<file path="src/rtl/mips_pkg.sv">
// Shared definitions for the MIPS pipeline control blocks.
package mips_pkg;

   // Mult/div sequencer state encoding
   typedef enum logic {
      RUN     = 1'b0,
      MD_WAIT = 1'b1
   } md_state_e;

   // Architectural register $zero; never a real hazard source
   localparam logic [4:0] REG_ZERO = 5'd0;

   // Width of the mult/div remaining-cycle counter
   localparam int unsigned MD_CNT_W = 6;

endpackage : mips_pkg

</file>
<file path="src/rtl/hazard_control_unit_md_sequencer.sv">
// Multi-cycle mult/div sequencer: tracks whether the unit is executing and
// how many cycles remain.
module md_sequencer
   import mips_pkg::*;
#(
   parameter int unsigned MD_CYCLES = 8
) (
   input  logic                clk,
   input  logic                reset,
   input  logic                start_i,
   output logic                busy_o,
   output logic [MD_CNT_W-1:0] count_o
);

   localparam logic [MD_CNT_W-1:0] COUNT_LOAD = MD_CNT_W'(MD_CYCLES - 1);

   md_state_e             state_q;
   logic [MD_CNT_W-1:0]   count_q;
   logic                  busy_q;

   // State, remaining-cycle counter and busy flag updated together
   always_ff @(posedge clk) begin
      if (reset) begin
         state_q <= RUN;
         count_q <= '0;
         busy_q  <= 1'b0;
      end else begin
         case (state_q)
            RUN: begin
               if (start_i) begin
                  state_q <= MD_WAIT;
                  count_q <= COUNT_LOAD;
                  busy_q  <= 1'b1;
               end
            end
            MD_WAIT: begin
               if (count_q == '0) begin
                  state_q <= RUN;
                  busy_q  <= 1'b0;
               end else begin
                  count_q <= count_q - 1'b1;
               end
            end
            default: begin
               state_q <= RUN;
               count_q <= '0;
               busy_q  <= 1'b0;
            end
         endcase
      end
   end

   assign busy_o  = busy_q;
   assign count_o = count_q;

   // A new start while executing is dropped by the FSM; flag it in simulation
   ap_no_restart : assert property (@(posedge clk) disable iff (reset)
                                    !(start_i && (state_q == MD_WAIT)))
      else $error("md_sequencer: EX_MulDiv_Start while unit busy is ignored");

   initial begin
      assert (MD_CYCLES >= 2 && MD_CYCLES <= 64)
         else $error("md_sequencer: MD_CYCLES out of range 2..64");
   end

endmodule : md_sequencer

</file>
<file path="src/rtl/hazard_control_unit.sv">
// Pipeline hazard controller: load-use and HI/LO stalls, branch/jump flush,
// mult/div sequencing and a saturating stall-cycle counter.
module hazard_control_unit
   import mips_pkg::*;
#(
   parameter int unsigned MD_CYCLES = 8,
   parameter int unsigned PERF_W    = 16
) (
   input  logic              clk,
   input  logic              reset,
   input  logic [4:0]        ID_rs,
   input  logic [4:0]        ID_rt,
   input  logic              ID_UsesRt,
   input  logic              ID_Branch_Taken,
   input  logic              ID_Jump,
   input  logic              ID_Reads_HiLo,
   input  logic              ID_MulDiv,
   input  logic              EX_MemRead,
   input  logic [4:0]        EX_rt,
   input  logic              EX_MulDiv_Start,
   output logic              PCWrite,
   output logic              IFIDWrite,
   output logic              FLUSH,
   output logic              IDEX_Bubble,
   output logic              MD_Busy,
   output logic [5:0]        MD_Count,
   output logic [PERF_W-1:0] Stall_Count
);

   logic              load_use;
   logic              md_hazard;
   logic              stall;
   logic [PERF_W-1:0] stall_cnt_q;
   logic [PERF_W-1:0] stall_cnt_d;

   md_sequencer #(
      .MD_CYCLES (MD_CYCLES)
   ) u_md_seq (
      .clk     (clk),
      .reset   (reset),
      .start_i (EX_MulDiv_Start),
      .busy_o  (MD_Busy),
      .count_o (MD_Count)
   );

   assign load_use  = EX_MemRead & (EX_rt != REG_ZERO) &
                      ((EX_rt == ID_rs) | (ID_UsesRt & (EX_rt == ID_rt)));
   assign md_hazard = (ID_Reads_HiLo | ID_MulDiv) & (MD_Busy | EX_MulDiv_Start);
   assign stall     = load_use | md_hazard;

   // Hazard controls; reset forces them inactive, stall beats flush
   always_comb begin
      PCWrite     = ~reset & stall;
      IFIDWrite   = ~reset & stall;
      IDEX_Bubble = ~reset & stall;
      FLUSH       = ~reset & (ID_Branch_Taken | ID_Jump) & ~stall;
   end

   // Next stall count: one per stall cycle, held at all ones
   always_comb begin
      stall_cnt_d = stall_cnt_q;
      if (stall && (stall_cnt_q != '1)) begin
         stall_cnt_d = stall_cnt_q + 1'b1;
      end
   end

   // Stall performance counter register
   always_ff @(posedge clk) begin
      if (reset) begin
         stall_cnt_q <= '0;
      end else begin
         stall_cnt_q <= stall_cnt_d;
      end
   end

   assign Stall_Count = stall_cnt_q;

endmodule : hazard_control_unit

</file>
<file path="config.mk">
export PLATFORM = sky130hd
export DESIGN_NAME = hazard_control_unit
export DESIGN_NICKNAME = d
export VERILOG_FILES = /design/src/rtl/mips_pkg.sv /design/src/rtl/hazard_control_unit_md_sequencer.sv /design/src/rtl/hazard_control_unit.sv
export SDC_FILE = /design/constraint.sdc
export NUM_CORES = 1
export LEC_CHECK = 0
export ABC_AREA = 1
export ABC_CLOCK_PERIOD_IN_PS = 2009
export BUFFER_PORTS_ARGS = -buffer_cell sky130_fd_sc_hd__buf_2
export CAP_MARGIN = 20
export CORE_MARGIN = 1.5
export CORE_UTILIZATION = 30
export CTS_BUF_LIST = sky130_fd_sc_hd__clkbuf_16
export CTS_CLUSTER_SIZE = 14
export DETAILED_ROUTE_END_ITERATION = 6
export PLACE_DENSITY = 0.56
export RECOVER_POWER = 100
export SKIP_LAST_GASP = 1
export SLEW_MARGIN = 15
export SYNTH_ARGS = -nofsm -noshare
export SYNTH_HDL_FRONTEND = slang
export SYNTH_SLANG_ARGS = --single-unit
</file>
<file path="constraint.sdc">
create_clock -name clk -period 2.01 [get_ports clk]
set_clock_uncertainty 0.2 [all_clocks]
set_input_delay 0.1005 -clock clk [delete_from_list [all_inputs] [get_ports clk]]
set_output_delay 0.1005 -clock clk [all_outputs]
set_load 0.05 [all_outputs]
</file>
# Word-level counts from Yosys, hierarchy flattened
# Index checks and enable logic that the tools add are counted.
# word_totals
reg_bits	24
latch_bits	0
ramBits	0
romBits	0
output_inout_bits	27
mem_count	0
# classes
n_addsub	2
mul	0
div_mod_pow	0
order_cmp	0
n_eq_ne	6
n_shift	0
mux	9
bitwise	15
reduce_logical	5
# ops
cell	n
16-bit by 1-bit adder with 16-bit output, second input constant	1
16-bit inequality test, second input constant	1
6-bit two-way mux	2
6-bit one-hot mux with 2 select lines	1
5-bit equality test	2
1-bit AND	7
6-bit zero test	1
2-bit inequality test, second input constant	3
6-bit by 1-bit subtractor with 6-bit output, second input constant	1
1-bit OR	5
5-bit nonzero test	1
1-bit two-way mux	4
1-bit one-hot mux with 2 select lines	2
2-bit AND reduction	2
1-bit inverter	3
1-bit logical AND	1

# Longest topological paths before layout
# Gate-level depths: netlist (run 1).
# logic_depth
ltp_word	7
depth_mapped	13

# Hierarchy
# From an unflattened synthesis (run 1), not the netlist that was laid out.
# unflattened
hier_cells	274
hier_area_um2	1671.6
# by_module_without_submodules
mod	n_inst	cells_per_inst	area_each_um2	seq_area_each_um2
hazard_control_unit	1	210	1207.4	320.3
md_sequencer	1	64	464.2	160.2

# Least setup slack after synthesis (run 1)
# Ideal clock, no wire load.
# synth_timing
path_kind	flip-flop to output port
startpoint	reg u_md_seq.busy_q (netlist: u_md_seq.busy_o)
endpoint	out IFIDWrite
t_arrival_ps	2041
t_required_ps	1709
setup_slack_ps	-331
path_stages_with_launch	4
path_buffers	1
path_cell_list	dfxtp_1 -> o22ai_1 -> a21oi_1 -> buf_4
# synth_between
elab_chain_len	4
# synth_lines
item	line	source
start: declaration	hazard_control_unit_md_sequencer.sv:19	logic busy_q;
start signal: assignment	hazard_control_unit_md_sequencer.sv:26	busy_q <= 1'b0;
start signal: assignment	hazard_control_unit_md_sequencer.sv:33	busy_q <= 1'b1;
start signal: assignment	hazard_control_unit_md_sequencer.sv:39	busy_q <= 1'b0;
1-bit OR	hazard_control_unit.sv:48	assign md_hazard = (ID_Reads_HiLo | ID_MulDiv) & (MD_Busy | EX_MulDiv_Start);
1-bit AND	hazard_control_unit.sv:48	
1-bit OR	hazard_control_unit.sv:49	assign stall = load_use | md_hazard;
1-bit AND	--	
end: declaration	hazard_control_unit.sv:22	output logic IFIDWrite,
# Every way passes these cells.

# Final worst setup path (run 1)
# layout_timing
startpoint	reg stall_cnt_q[0] (netlist: Stall_Count[0])
endpoint	reg stall_cnt_q[7] (netlist: Stall_Count[7])
# layout_between
elab_chain_len	2
elab_cells_between_ends	3
classes_between	add/sub (1); eq/ne (1); reduce/logical (1)
# layout_lines
item	line	source
start: declaration	hazard_control_unit.sv:33	logic [PERF_W-1:0] stall_cnt_q;
start signal: assignment	hazard_control_unit.sv:72	stall_cnt_q <= stall_cnt_d;
parallel branches: the longest is 2 deep, another holds 16-bit by 1-bit adder with 16-bit output	--	
# Several ways; the timed one is not identified.
# A chain may end at the register's enable or synchronous reset.

==> results.cfg, run 1 <==
[power_and_ir_drop]
peakVddDrop_uv = 435
power_density_nw_per_um2 = 710
p_leak_nw = 0.972
finalPower_mw = 1.41

[sta]
clock.fmax_mhz = 542
rsz0062_at_grt = no
hold_viol = 0
final_max_slew_viol_count = 0
fin_ws_ns = 0.165
worstMarginPinSlew_ns = 0.623
tns_ns = 0
whs_ns = 0.0102
fin_crit_ns = 1.85
period_share_pct = 91.8
relSlewSlack_pct = 58.7
setup_viol = 0

[yosys]
synth.distinct_cells = 28
ys_seq_area_share_pct = 30.6
synth-adder-area-share_pct = 2.39
synth_largest_area_cell = dfxtp_1
synth-seq-cells = 24
yosys.area_share.simple_pct = 41.9
synth_top_area_share_pct = 30.6
synth_compound_area_share_pct = 10.6
syn_avg_cell_area_sq_um = 6.08
syn_nets = 285
synth_top_family_by_area = simple AND/OR/NAND/NOR gates
synth.area.mux_share_pct = 0
syn_inst = 258
synth.area.top_cells = dfxtp_1 (31%), nand2_1 (18%), inv_1 (9.8%), nor2_1 (9.3%), nand3_1 (6.4%)
ys_warn_count = 0
syn_area_sq_um = 1570
synth_xor_area_share_pct = 0.558

[placed_design]
dpl_worst_slack_ns = 0.174
hpwl_um = 2640
port_buffers = 50
gp_congestion = 0.800
placed_cells = 372
dpl_cell_area_sq_um = 1890

[die]
chipHeight_um = 75.3
start_util_pct = 30.9
fp.dieW_um = 75.3
core-area_sq_um = 5070
die-area_sq_um = 5670
row_count = 26
ioPinCount = 51

[global_route]
grt_max_degree = 31
grt_pass1_wl_um = 5950
met2_usage_pct = 24.0
grt_pass1_vias = 1443
grt-busiest-layer = met2
grt_usage_pct = 13.1
grtUsageMet1_pct = 15.9
use_met3_pct = 2.78
gr-total-overflow = 0
antenna_found_initial = 0

[detailed_routing]
vias_per_cell = 4.35
drt.antenna.violating_nets = 0
routedWlPerCell_um = 9.08
drc = 0
firstDrtPassIters = 4
vias = 1652
first_iter_violations = 68
wl_um = 3450

[clocking]
cts-buffers-inserted = 3
ctsResizeCount = 0
htree_levels = 1
clock-sinks = 24
clk_path_buf_depth = 2
cts-root-buf = clkbuf_16
cts_tree = yes
clk_latency_ns = 0.26
path_clk_slew_ns = 0.07

[setup_path]
start_kind = flip-flop
slowest_delay_ns = 0.36
cp.required_ns = 1.96
end_kind = flip-flop
crit_arrival_ns = 1.80
slowest_stage = dfxtp_2
crit_fanout = 7
worstPathCellList = ha_1, nand2_1, inv_1, nand2_1, nor2_4, nand3_2, nand3b_2, inv_1, a21oi_1, nor2_1
crit_type = reg2reg

[cells_and_area]
nets = 338
antennaDiodeCount = 0
multi_input_comb_area_sq_um = 885
design_area_sq_um = 1990
area_growth_pct = 26.8
drive_gt1_share_pct = 15.5
seq_area_sq_um = 488
final_core_util_pct = 39.2
fillCellCount = 589
layoutNonFillerInstCount = 380

[run_status]
status = complete, no violations

[job]
cap_violations = 0

[worst_hold_path]
hp-class = in2reg
==> cells in the mapped netlist <==
cell,instances
nand3_1,20
o22ai_1,2
nand3b_1,2
inv_2,1
nor2_1,39
a311oi_1,1
nor2_4,1
buf_6,2
xnor2_1,1
inv_1,41
nor2_2,2
nand2_1,74
a21oi_1,19
buf_4,3
o21a_1,1
nand3b_2,1
nand4_1,2
nand2_2,1
nand3_2,2
o21ai_0,5
o311a_1,1
nor3_1,4
dfxtp_1,24
buf_2,3
ha_1,3
a211oi_1,1
and3_2,1
nand3_4,1
==> state kept, by name, indices dropped and copies added, names as in the netlist <==
| signal | count |
|---|---|
| Stall_Count | 16 |
| u_md_seq.busy_o | 1 |
| u_md_seq.count_o | 6 |
| u_md_seq.state_q | 1 |
==> final timing paths <==
check | startpoint | endpoint | slack (ns) | depth (start not counted)
max | Stall_Count[0] | Stall_Count[7] | 0.16 | 10
min | EX_MulDiv_Start | u_md_seq.count_o[4] | 0.01 | 4
max reg2reg | Stall_Count[0] | Stall_Count[7] | 0.16 | 10
min reg2reg | u_md_seq.state_q | u_md_seq.count_o[1] | 0.29 | 1
==> critical path, delay by kind of cell (launching register included) <==
kind,cells,cell delay (ns)
buffers and inverters,2,0.16
AOI/OAI and AO/OA,1,0.14
DFF,1,0.36
adders and majority gates,1,0.17
and+or+nand+nor,6,0.70
==> area by class of cell <==
cell class	count	share of cell area, %
Clock buffer	3	3.77
Tap cell	70	4.40
Sequential cell	24	24.5
Timing Repair Buffer	55	13.4
Clock inverter	1	1.51
Inverter	42	7.92
Multi-Input combinational cell	185	44.5
==> per-layer routing <==
| layer | share of wire [%] | vias up |
|---|---|---|
| li1 | - | 918 |
| met1 | 48 | 693 |
| met2 | 48 | 39 |
| met3 | 4.3 | 2 |
| met4 | 0.64 | 0 |
| met5 | 0 | - |
==> layout by cell type (no fill, tap or decap), types with 2 or more instances in the layout <==
cell type,count
dfxtp_2,6
a21oi_1,18
clkbuf_1,27
nand2_1,74
dfxtp_1,18
nand3b_1,2
clkbuf_2,2
nand3_2,3
o21ai_0,5
o22ai_1,2
nor2_2,2
nand3_1,20
nor3_1,4
ha_1,3
inv_1,42
nand4_1,2
nor2_1,39
clkbuf_16,3
buf_2,22
==> where the power goes <==
group	total (mW)	internal (mW)	switching, mW
registers	0.522	0.500	0.0212
clock network	0.571	0.396	0.176
logic	0.320	0.0942	0.225
==> what timing repair did <==
action	CTS	global route
hold buffers	1	0
hold endpoints to repair	4	0
setup endpoints to repair	0	1
buffers inserted	0	2
==> cell families after synthesis <==
family	count (synthesis)
AOI/OAI and AO/OA	30
xor gates and xnor gates	1
adders and majority gates	3
buffers and inverters	50
DFF	24
and+or+nand+nor	150
Note: power is estimated with default switching activity, not from simulation.
==> run 2, diff against run 1 <==
ABC_CLOCK_PERIOD_IN_PS = 1860   (was 2009)
CORE_MARGIN = 2   (was 1.5)
clock period = 1.86 ns   (was 2.01 ns; I/O delays follow)
==> run 2 against run 1 <==
Net effect:
- sequential power up 9.0%
- non-clock buffer count increased by 4
- combinational power is 15% higher
- critical path depth decreased by 6
- routed wire length increased by 12%
- clock power is 16% lower
- worst setup slack worse by 0.062 ns
- power rose by 0.21%
- flip-flop and latch count did not move
==> results.cfg, run 2 (synthesis results as in run 1) <==
[global_route]
grt_pass1_wl_um = 6760
grt_max_degree = 31
grt_usage_pct = 13.7
gr-total-overflow = 0
grt_pass1_vias = 1571
antenna_found_initial = 0

[detailed_routing]
vias = 1699
drc = 0
drt.antenna.violating_nets = 0
routedWlPerCell_um = 10.0
wl_um = 3860
firstDrtPassIters = 4
vias_per_cell = 4.42
first_iter_violations = 81

[run_status]
status = complete, no violations

[power_and_ir_drop]
peakVddDrop_uv = 405
p_leak_nw = 1.00
power_density_nw_per_um2 = 684

[setup_path]
slowest_delay_ns = 0.33
start_kind = flip-flop
slowest_stage = o22ai_1
crit_fanout = 3
worstPathCellList = o22ai_1, nand2_1, nor2_2, buf_2
cp.required_ns = 1.57
path_buf_inv = 1
end_kind = primary output
crit_arrival_ns = 1.46
crit_family = compound AO/OA/AOI/OAI gates
crit_type = reg2out

[placed_design]
port_buffers = 50
dpl_cell_area_sq_um = 1920
placed_cells = 374
hpwl_um = 2890
gp_congestion = 0.848

[cells_and_area]
antennaDiodeCount = 0
nets = 342
area_growth_pct = 32.0
layoutNonFillerInstCount = 384
layout.cells.most_common = nand2_1
drive_gt1_share_pct = 23.2
design_area_sq_um = 2070
largest_reg_flops = 16
final_cell_mix = nand2_1 (68), inv_1 (40), nor2_1 (38)

[die]
start_util_pct = 30.9
chipHeight_um = 76.3
fp.dieW_um = 76.3
core-area_sq_um = 5070
ioPinCount = 51
row_count = 26
die-area_sq_um = 5820

[clocking]
path_clk_slew_ns = 0.06
htree_levels = 1
clock-sinks = 24
clk_latency_ns = 0.26
cts_tree = yes
cts-root-buf = clkbuf_16
clk_path_buf_depth = 2
cts-buffers-inserted = 3

[sta]
clock.fmax_mhz = 569
relSlewSlack_pct = 59.2
worstMarginPinSlew_ns = 0.615
fin_crit_ns = 1.76
setup_viol = 0
hold_viol = 0
period_share_pct = 94.5
final_max_slew_viol_count = 0

[worst_hold_path]
hp-class = in2reg

[job]
cap_violations = 0
run 2: changes by cell type in the layout (fill, tap and decap cells not counted), sizes merged:
| cell | previous run | this run |
|---|---|---|
| bufinv | 1 | 0 |
| clkbuf | 33 | 29 |
| buf | 24 | 32 |
| clkinv | 0 | 1 |
run 2: final cells by class:
cell class / instances / area, sq um
clock inverters: 1 / 3.75
multi-input cells: 185 / 937
repair buffers: 59 / 309
inverters: 42 / 158
well taps: 70 / 87.6
fillers: 557 / 3000
flip-flops and latches: 24 / 500
clock buffers: 3 / 75.1
run 2: worst paths after layout:
check | slack [ns] | endpoint | cells past startpoint | from
setup / recovery | 0.10 | FLUSH | 4 | u_md_seq.busy_o
hold reg to reg | 0.30 | u_md_seq.count_o[1] | 1 | u_md_seq.state_q
setup reg to reg | 0.12 | Stall_Count[11] | 10 | Stall_Count[0]
hold / removal | 0.03 | u_md_seq.count_o[4] | 4 | EX_MulDiv_Start
run 2: routing by layer:
metal,track usage (%),vias to the layer above,share of wire (%)
li1,-,921,-
met4,2.73,0,0.34
met1,16.4,745,47
met3,3.44,3,4.2
met5,0,-,0
met2,24.9,30,48
run 2: worst register-to-register path, stage by stage, from the launching register on:
cell and delay, ns:
dfxtp_4 0.38, ha_4 0.13, nand2_1 0.06, inv_2 0.08
nand2_2 0.08, nor2_4 0.20, nand3_4 0.15, nand2_2 0.11
nor2_1 0.05, a21oi_1 0.14, nor2_1 0.05
run 2: report_power, final:
group	leakage, nW	internal [mW]	total [mW]	switching [mW]
clock network	0.0385	0.288	0.478	0.190
registers	0.201	0.543	0.569	0.0270
logic	0.760	0.113	0.368	0.255
run 2: metrics by stage:
stage / hold slack [ns] / power (mW) / util [%] / TNS [ns] / setup slack [ns]
6_report: 0.0266 / 1.42 / 40.8 / 0 / 0.102
5_1_grt: 0.0505 / 1.49 / 40.8 / -0.0497 / -0.0145
4_1_cts: 0.0173 / 1.43 / 39.8 / 0 / 0.0262
3_5_place_dp: 0.186 / 0.944 / 37.9 / 0 / 0.00592
3_3_place_gp: 0.186 / 0.941 / 37.9 / 0 / 0.0865
2_1_floorplan: -0.0379 / 0.844 / - / 0 / 0.00225
run 2: timing repair:
item	CTS	global route
hold buffers	1	0
gates resized for setup	0	14
endpoints found under the setup margin	1	15
setup buffers	1	3
cloned	0	1
hold endpoints to repair	4	0
pin swaps	1	3
==> run 3, diff against run 2 <==
CTS_BUF_LIST = unset   (was sky130_fd_sc_hd__clkbuf_16)
CTS_CLUSTER_SIZE = 24   (was 14)
==> run 3 against run 2 <==
Net effect:
- die area is the same
- via count decreased by 0.53%
- worst setup slack lost 0.018 ns
- largest cell class unchanged
==> results.cfg, run 3 (synthesis results as in run 1) <==
[die]
fp.dieW_um = 76.3
die-area_sq_um = 5820
row_count = 26
ioPinCount = 51
chipHeight_um = 76.3
core-area_sq_um = 5070
start_util_pct = 30.9

[setup_path]
crit_arrival_ns = 1.48
end_kind = primary output
cp.required_ns = 1.57
crit_fanout = 3
crit_type = reg2out
start_kind = flip-flop

[power_and_ir_drop]
sw_frac_of_total_pct = 35.2
peakVddDrop_uv = 411
power_density_nw_per_um2 = 638
p_leak_nw = 0.988
power_frac_seq_pct = 43.6
pwr-share-comb_pct = 28.3
p_sw_mw = 0.459
p_clk_share_pct = 28.1
p_int_mw = 0.845

[global_route]
grt_pass1_vias = 1567
gr-total-overflow = 0
antenna_found_initial = 0
grt_max_degree = 31
grt_pass1_wl_um = 6760
grt_usage_pct = 13.7

[cells_and_area]
layout.cells.most_common = nand2_1
largest_reg_flops = 16
area_growth_pct = 30.3
final_cell_mix = nand2_1 (68), inv_1 (40), nor2_1 (38)
drive_gt1_share_pct = 23.2
nets = 342
layoutNonFillerInstCount = 384
antennaDiodeCount = 0
fillCellCount = 573

[clocking]
clock-sinks = 24
cts-buffers-inserted = 3
cts_tree = yes
clk_path_buf_depth = 2
clk_latency_ns = 0.27
cts-root-buf = clkbuf_8
htree_levels = 1
path_clk_slew_ns = 0.09

[sta]
fin_crit_ns = 1.78
relSlewSlack_pct = 59.2
whs_ns = 0.0120
setup_viol = 0
final_max_slew_viol_count = 0
worstMarginPinSlew_ns = 0.615
clock.fmax_mhz = 563
period_share_pct = 95.5
hold_viol = 0

[detailed_routing]
drt.antenna.violating_nets = 0
wl_um = 3890
routedWlPerCell_um = 10.1
firstDrtPassIters = 5
drc = 0
first_iter_violations = 85
vias_per_cell = 4.40
vias = 1690

[placed_design]
placed_cells = 374
port_buffers = 50
gp_congestion = 0.848
hpwl_um = 2890

[job]
cap_violations = 0

[worst_hold_path]
hp-class = in2reg

[run_status]
status = complete, no violations
[run 3: worst paths after layout]
| kind | startpoint | endpoint | slack [ns] | cells past startpoint |
|---|---|---|---|---|
| setup / recovery | u_md_seq.busy_o | FLUSH | 0.08 | 4 |
| hold / removal | EX_MulDiv_Start | u_md_seq.count_o[4] | 0.01 | 4 |
| setup reg to reg | Stall_Count[0] | Stall_Count[12] | 0.11 | 12 |
| hold reg to reg | u_md_seq.count_o[5] | u_md_seq.count_o[5] | 0.30 | 1 |
[run 3: layout make-up]
type                    instances  area [sq um]  share of cell area, %
well taps                      70          87.6                   4.28
clock buffers                   4          55.1                   2.69
flip-flops and latches         24           500                   24.5
repair buffers                 59           305                   14.9
inverters                      42           158                   7.71
multi-input cells             185           938                   45.9
[run 3: what timing repair did]
| action | 4_1_cts | 5_1_grt |
|---|---|---|
| pin swaps | 1 | 5 |
| endpoints found under the hold margin | 4 | 0 |
| buffers inserted | 1 | 3 |
| gates cloned | 0 | 1 |
| endpoints found under the setup margin | 1 | 15 |
| hold buffers | 1 | 0 |
| resized for setup | 0 | 13 |
[run 3: power by group through the flow]
stage,Sequential (mW),Combinational [mW],Clock (mW)
2_1_floorplan,0.654,0.190,0
3_3_place_gp,0.577,0.365,0
3_5_place_dp,0.577,0.366,0
4_1_cts,0.566,0.369,0.381
5_1_grt,0.573,0.407,0.400
6_report,0.569,0.368,0.367
[run 3: stage by stage]
| step | setup TNS [ns] | power (mW) | instance area (sq um) | worst slack (ns) | util, % |
|---|---|---|---|---|---|
| 6_report | 0 | 1.30 | 2040 | 0.0846 | 40.3 |
| 5_1_grt | -0.0495 | 1.38 | 2040 | -0.0233 | 40.3 |
| 4_1_cts | 0 | 1.32 | 2000 | 0.0167 | 39.3 |
| 3_5_place_dp | 0 | 0.944 | 1920 | 0.00592 | 37.9 |
| 3_3_place_gp | 0 | 0.941 | 1920 | 0.0865 | 37.9 |
| 2_1_floorplan | 0 | 0.844 | 1600 | 0.00225 | - |
[run 3: critical path, stage by stage, from the launching register on]
cell,delay [ns]
dfxtp_1,0.33
o22ai_1,0.33
nand2_1,0.18
nor2_2,0.10
buf_2,0.27
[run 3: routing by layer]
| metal | routed length, um | vias up | global-route usage [%] |
|---|---|---|---|
| li1 | - | 920 | - |
| met1 | 1840 | 741 | 16.4 |
| met2 | 1890 | 26 | 24.9 |
| met3 | 146 | 3 | 3.44 |
| met4 | 8 | 0 | 2.73 |
| met5 | 0 | - | 0 |
